### config.mk
export PLATFORM = sky130hd
export DESIGN_NAME = byte_serial_addsub_seq
export DESIGN_NICKNAME = d
export VERILOG_FILES = /design/src/rtl/byte_serial_addsub_seq.sv
export SDC_FILE = /design/constraint.sdc
export NUM_CORES = 1
export LEC_CHECK = 0
export CAP_MARGIN = 10
export CORE_MARGIN = 10
export CORE_UTILIZATION = 39
export DETAILED_ROUTE_END_ITERATION = 7
export GPL_TIMING_DRIVEN = 0
export PLACE_DENSITY_LB_ADDON = 0.3
export REMOVE_ABC_BUFFERS = 1
export SLEW_MARGIN = 0
export SYNTH_ARGS = -nofsm -noshare
export SYNTH_HDL_FRONTEND = slang
export SYNTH_SLANG_ARGS = --single-unit
### constraint.sdc
create_clock -name clock -period 3.45 [get_ports clock]
set_input_delay 0.69 -clock clock [delete_from_list [all_inputs] [get_ports clock]]
set_output_delay 0.69 -clock clock [all_outputs]
set_load 0.01 [all_outputs]
### src/rtl/byte_serial_addsub_seq.sv
// byte_serial_addsub_seq: 32-bit (8*NUM_BYTES) add/subtract sequencer that
// time-shares one external 8-bit carry-lookahead slice, LSB byte first.
// Optional build macro ADDSEQ_FLAGS_EN adds registered out_zero/out_neg flags.
module byte_serial_addsub_seq #(
    parameter int unsigned NUM_BYTES = 4
) (
    input  logic                     clock,
    input  logic                     reset,
    input  logic                     in_valid,
    output logic                     in_ready,
    input  logic                     in_sub,
    input  logic [8*NUM_BYTES-1:0]   in_a,
    input  logic [8*NUM_BYTES-1:0]   in_b,
    output logic                     out_valid,
    input  logic                     out_ready,
    output logic [8*NUM_BYTES-1:0]   out_result,
    output logic                     out_cout,
    output logic                     out_ovf,
`ifdef ADDSEQ_FLAGS_EN
    output logic                     out_zero,
    output logic                     out_neg,
`endif
    output logic [7:0]               slice_a,
    output logic [7:0]               slice_b,
    output logic                     slice_cin,
    input  logic [7:0]               slice_sum,
    input  logic                     slice_gn,
    input  logic                     slice_pn,
    input  logic                     slice_c7
);

    localparam int unsigned IDX_W = (NUM_BYTES > 1) ? $clog2(NUM_BYTES) : 1;
    localparam logic [IDX_W-1:0] LAST_IDX = IDX_W'(NUM_BYTES - 1);

    localparam logic [1:0] IDLE = 2'd0;
    localparam logic [1:0] RUN  = 2'd1;
    localparam logic [1:0] DONE = 2'd2;

    logic [1:0]                   state_q;
    logic [1:0]                   state_d;
    logic [NUM_BYTES-1:0][7:0]    a_q;
    logic [NUM_BYTES-1:0][7:0]    b_q;
    logic [NUM_BYTES-1:0][7:0]    result_q;
    logic                         sub_q;
    logic                         carry_q;
    logic [IDX_W-1:0]             byte_idx;
    logic                         carry_next_c;
    logic                         last_byte_c;

    assign out_result   = result_q;
    assign carry_next_c = slice_gn | (slice_pn & carry_q);
    assign last_byte_c  = (byte_idx == LAST_IDX);

    // Next-state selection for the IDLE -> RUN -> DONE sequence
    always_comb begin
        state_d = state_q;
        case (state_q)
            IDLE:    if (in_valid)    state_d = RUN;
            RUN:     if (last_byte_c) state_d = DONE;
            DONE:    if (out_ready)   state_d = IDLE;
            default:                  state_d = IDLE;
        endcase
    end

    // State register
    always_ff @(posedge clock or posedge reset) begin
        if (reset) state_q <= IDLE;
        else       state_q <= state_d;
    end

    // Slice drive: current operand byte while running, quiet zeros otherwise
    always_comb begin
        slice_a   = '0;
        slice_b   = '0;
        slice_cin = 1'b0;
        if (state_q == RUN) begin
            slice_a   = a_q[byte_idx];
            slice_b   = b_q[byte_idx] ^ {8{sub_q}};
            slice_cin = carry_q;
        end
    end

`ifdef ADDSEQ_FLAGS_EN
    logic [NUM_BYTES-1:0][7:0] result_next_c;

    // Full result as it will look after the final byte lands, for the flags
    always_comb begin
        result_next_c           = result_q;
        result_next_c[byte_idx] = slice_sum;
    end

    // Zero/negative flags captured on the final byte step
    always_ff @(posedge clock or posedge reset) begin
        if (reset) begin
            out_zero <= 1'b0;
            out_neg  <= 1'b0;
        end else if (state_q == RUN && last_byte_c) begin
            out_zero <= (result_next_c == '0);
            out_neg  <= result_next_c[NUM_BYTES-1][7];
        end
    end
`endif

    // Operand capture, byte stepping, carry chain and result/handshake registers
    always_ff @(posedge clock or posedge reset) begin
        if (reset) begin
            a_q       <= '0;
            b_q       <= '0;
            sub_q     <= 1'b0;
            carry_q   <= 1'b0;
            byte_idx  <= '0;
            result_q  <= '0;
            out_cout  <= 1'b0;
            out_ovf   <= 1'b0;
            out_valid <= 1'b0;
            in_ready  <= 1'b1;
        end else begin
            case (state_q)
                IDLE: begin
                    if (in_valid) begin
                        a_q      <= in_a;
                        b_q      <= in_b;
                        sub_q    <= in_sub;
                        carry_q  <= in_sub;
                        byte_idx <= '0;
                        in_ready <= 1'b0;
                    end
                end
                RUN: begin
                    result_q[byte_idx] <= slice_sum;
                    carry_q            <= carry_next_c;
                    if (last_byte_c) begin
                        byte_idx  <= '0;
                        out_cout  <= carry_next_c;
                        out_ovf   <= carry_next_c ^ slice_c7;
                        out_valid <= 1'b1;
                    end else begin
                        byte_idx <= byte_idx + IDX_W'(1);
                    end
                end
                DONE: begin
                    if (out_ready) begin
                        out_valid <= 1'b0;
                        in_ready  <= 1'b1;
                    end
                end
                default: ;
            endcase
        end
    end

endmodule

==> flow_summary.ini, run 1 <==
[route]
firstDrtPassIters = 4
avgRoutedWirePerCell_um = 19.0
viasPerCell = 5.06
drc = 0
ant_nets = 0
drt_iter0_drc = 124
num_vias = 2936
routed_wl_um = 11000

[die]
start_util_pct = 40.4
dieHeight_um = 130
core_area_sq_um = 11600
rows = 39
die_x_um = 130
dieArea_sq_um = 16800
ios = 133

[placed_design]
placed_area_sq_um = 6130
pre_cts_ws_ps = 130
gp_congestion = 0.711
place.port_buffers = 132
hpwl_um = 8100

[global_route]
grt_max_degree = 69
grt_pass1_vias = 3358
overflow = 0
grt_pass1_wl_um = 17500
grt_antenna_before_repair = 1
track_usage_pct = 13.3

[timing]
min_period_over_period_pct = 91.7
hold_viol = 0
maxSlewHeadroom_pct = 52.0
setup_viol = 0
tightest_slew_ps = 719
rsz0062_at_grt = no
slew_violations = 0
whs_ps = 477
fmax_mhz = 316
final.setup_skew_ps = 6.68
setup_ws_ps = 286
fin_crit_ps = 3160

[outcome]
status = complete, no violations

[clock_tree]
cts-root-buf = clkbuf_16
cts_tree = yes
cts_inserted_buffers = 9
insertion_delay_ps = 340
clock-sinks = 106
postCtsSetupRepairBufs = 0
clk_path_buf_depth = 2
clkTransAtPathRegs_ps = 70
h-tree-depth = 3

[setup_path]
crit_path_end_kind = primary output
rrSetupSlack_ps = 1330
r2r_cells = 4
cp_slowest_cell = dfrtp_4
cp.required_ps = 2760
path_max_fanout = 21
cp_data_arrival_time_ps = 2470
timing.rr.end = a_q[30]$_DFFE_PP0P_
max_stage_delay_ps = 670
cpLargestDelayFamily = flip-flops
startpoint_type = flop
cp_num_buf_inv = 1
worstSetupPathType = flop to primary output
crit_chain = mux4_1 -> xnor2_1 -> nor2_1 -> clkdlybuf4s50_1
r2r_start = state_q[1]$_DFFE_PP0P_

[layout]
stdcell_area_sq_um = 6440
layout_commonest_cell = clkdlybuf4s50_1
fillers = 991
diodes = 0
fin_util_pct = 55.7
area_growth_pct = 37.6
area.sequential_sq_um = 2660
fin_nets = 516
most-common-layout-cells = clkdlybuf4s50_1, dfrtp_1, mux2_2
multiInputGateArea_sq_um = 1880
drive_above_1_share_pct = 24.0

[job]
cap_violations = 0

[yosys]
yosysTopAreaCell = dfrtp_1
synth.ff_latch_count = 106
netlist.area_leader.share_pct = 56.2
syn_area_per_cell_sq_um = 15.4
synth_cells = 303
syn-cell-area_sq_um = 4680
post_synth_num_cell_types = 30
yosysWarnings = 0
synth-seq-area-share_pct = 56.7
synthTopCellsByArea = dfrtp_1, mux2_2, mux2_1

[power_and_ir_drop]
leakagePower_nw = 2.62
p_per_area_nw_per_um2 = 957
ir_worst_vdd_v = 0.000372

[worst_hold_path]
hold-path-endpoint = a_q[0]$_DFFE_PP0P_
holdPathStages = 1
min_from = a_q[0]$_DFFE_PP0P_
hold_path.class = flop to flop
[flip-flops by register name, indices dropped and copies added (netlist names)]
register	cells
out_valid	1
state_q	2
out_result	32
byte_idx	2
out_cout	1
out_ovf	1
carry_q	1
a_q	32
b_q	32
sub_q	1
in_ready	1
[cells by family (layout without fill, tap and decap cells)]
family                     Yosys count  in the layout  synth area share (%)
AOI/OAI and AO/OA                   16             16                  1.95
xor gates and xnor gates             9              9                  1.69
adders and majority gates            4              4                  1.07
buffers and inverters               24            158                  3.26
DFF                                106            106                  56.7
muxes                              113            113                  31.8
and+or+nand+nor                     31             31                  3.50
[area by class of cell]
type                            count  share of cell area (%)
Clock inverter                      4                   0.525
Tap cell                          143                    2.78
Multi-Input combinational cell    173                    29.2
Clock buffer                       12                    4.14
Sequential cell                   106                    41.3
Inverter                            6                   0.389
Timing Repair Buffer              136                    21.7
[metrics by stage]
| step | std cells | TNS [ps] | total power [mW] |
|---|---|---|---|
| finish | 580 | 0 | 6.16 |
| detailed placement | 564 | 0 | 5.24 |
| floorplan | 285 | -28730 | 3.87 |
| CTS | 580 | 0 | 6.27 |
| global route | 580 | 0 | 6.60 |
| global placement | 560 | -309800 | 5.12 |
[repair_timing]
| action | CTS | global route |
|---|---|---|
| hold buffers | 0 | 0 |
| resized for setup | 2 | 2 |
| endpoints found under the setup margin | 13 | 12 |
[how the worst max path moves through the flow]
| stage | startpoint | end | slack, ps | depth (start not counted) |
|---|---|---|---|---|
| 6_report | byte_idx[0]$_DFFE_PP0P_ | slice_b[4] | 290 | 4 |
| 5_1_grt | byte_idx[0]$_DFFE_PP0P_ | slice_b[0] | 150 | 4 |
| 4_1_cts | byte_idx[1]$_DFFE_PP0P_ | slice_b[3] | 10 | 4 |
| 3_5_place_dp | byte_idx[0]$_DFFE_PP0P_ | slice_b[4] | 130 | 4 |
| 3_3_place_gp | in_valid | a_q[20]$_DFFE_PP0P_ | -2240 | 3 |
| 2_1_floorplan | in_valid | a_q[15]$_DFFE_PP0P_ | -430 | 2 |
[report_power, final]
part | switching (mW) | internal [mW]
Clock | 0.446 | 0.554
Sequential | 0.452 | 1.88
Combinational | 1.04 | 1.78
[layer usage]
layer	track usage (%)	wire [um]
met3	6.08	1110
met4	3.37	91
met5	0	0
met1	16.0	4800
met2	21.2	5020
[cell usage after synthesis, drive strengths merged]
| master | n |
|---|---|
| a21oi | 5 |
| a22oi | 1 |
| and2 | 8 |
| buf | 16 |
| clkbuf | 2 |
| dfrtp | 105 |
| dfstp | 1 |
| ha | 4 |
| inv | 6 |
| mux2 | 97 |
| mux4 | 16 |
| nand2 | 8 |
| nand2b | 2 |
| nand3b | 1 |
| nor2 | 10 |
| nor2b | 1 |
| nor3b | 1 |
| o21ai | 6 |
| o21bai | 1 |
| o22ai | 1 |
| o31ai | 2 |
| xnor2 | 8 |
| xor2 | 1 |
No activity file was read; power rests on OpenSTA's default activity.
==> inputs of run 2 (changes only) <==
TNS_END_PERCENT = 50   (was default)
==> results of run 2 <==
No change in the layout: final DEF, timing and power equal those of run 1.
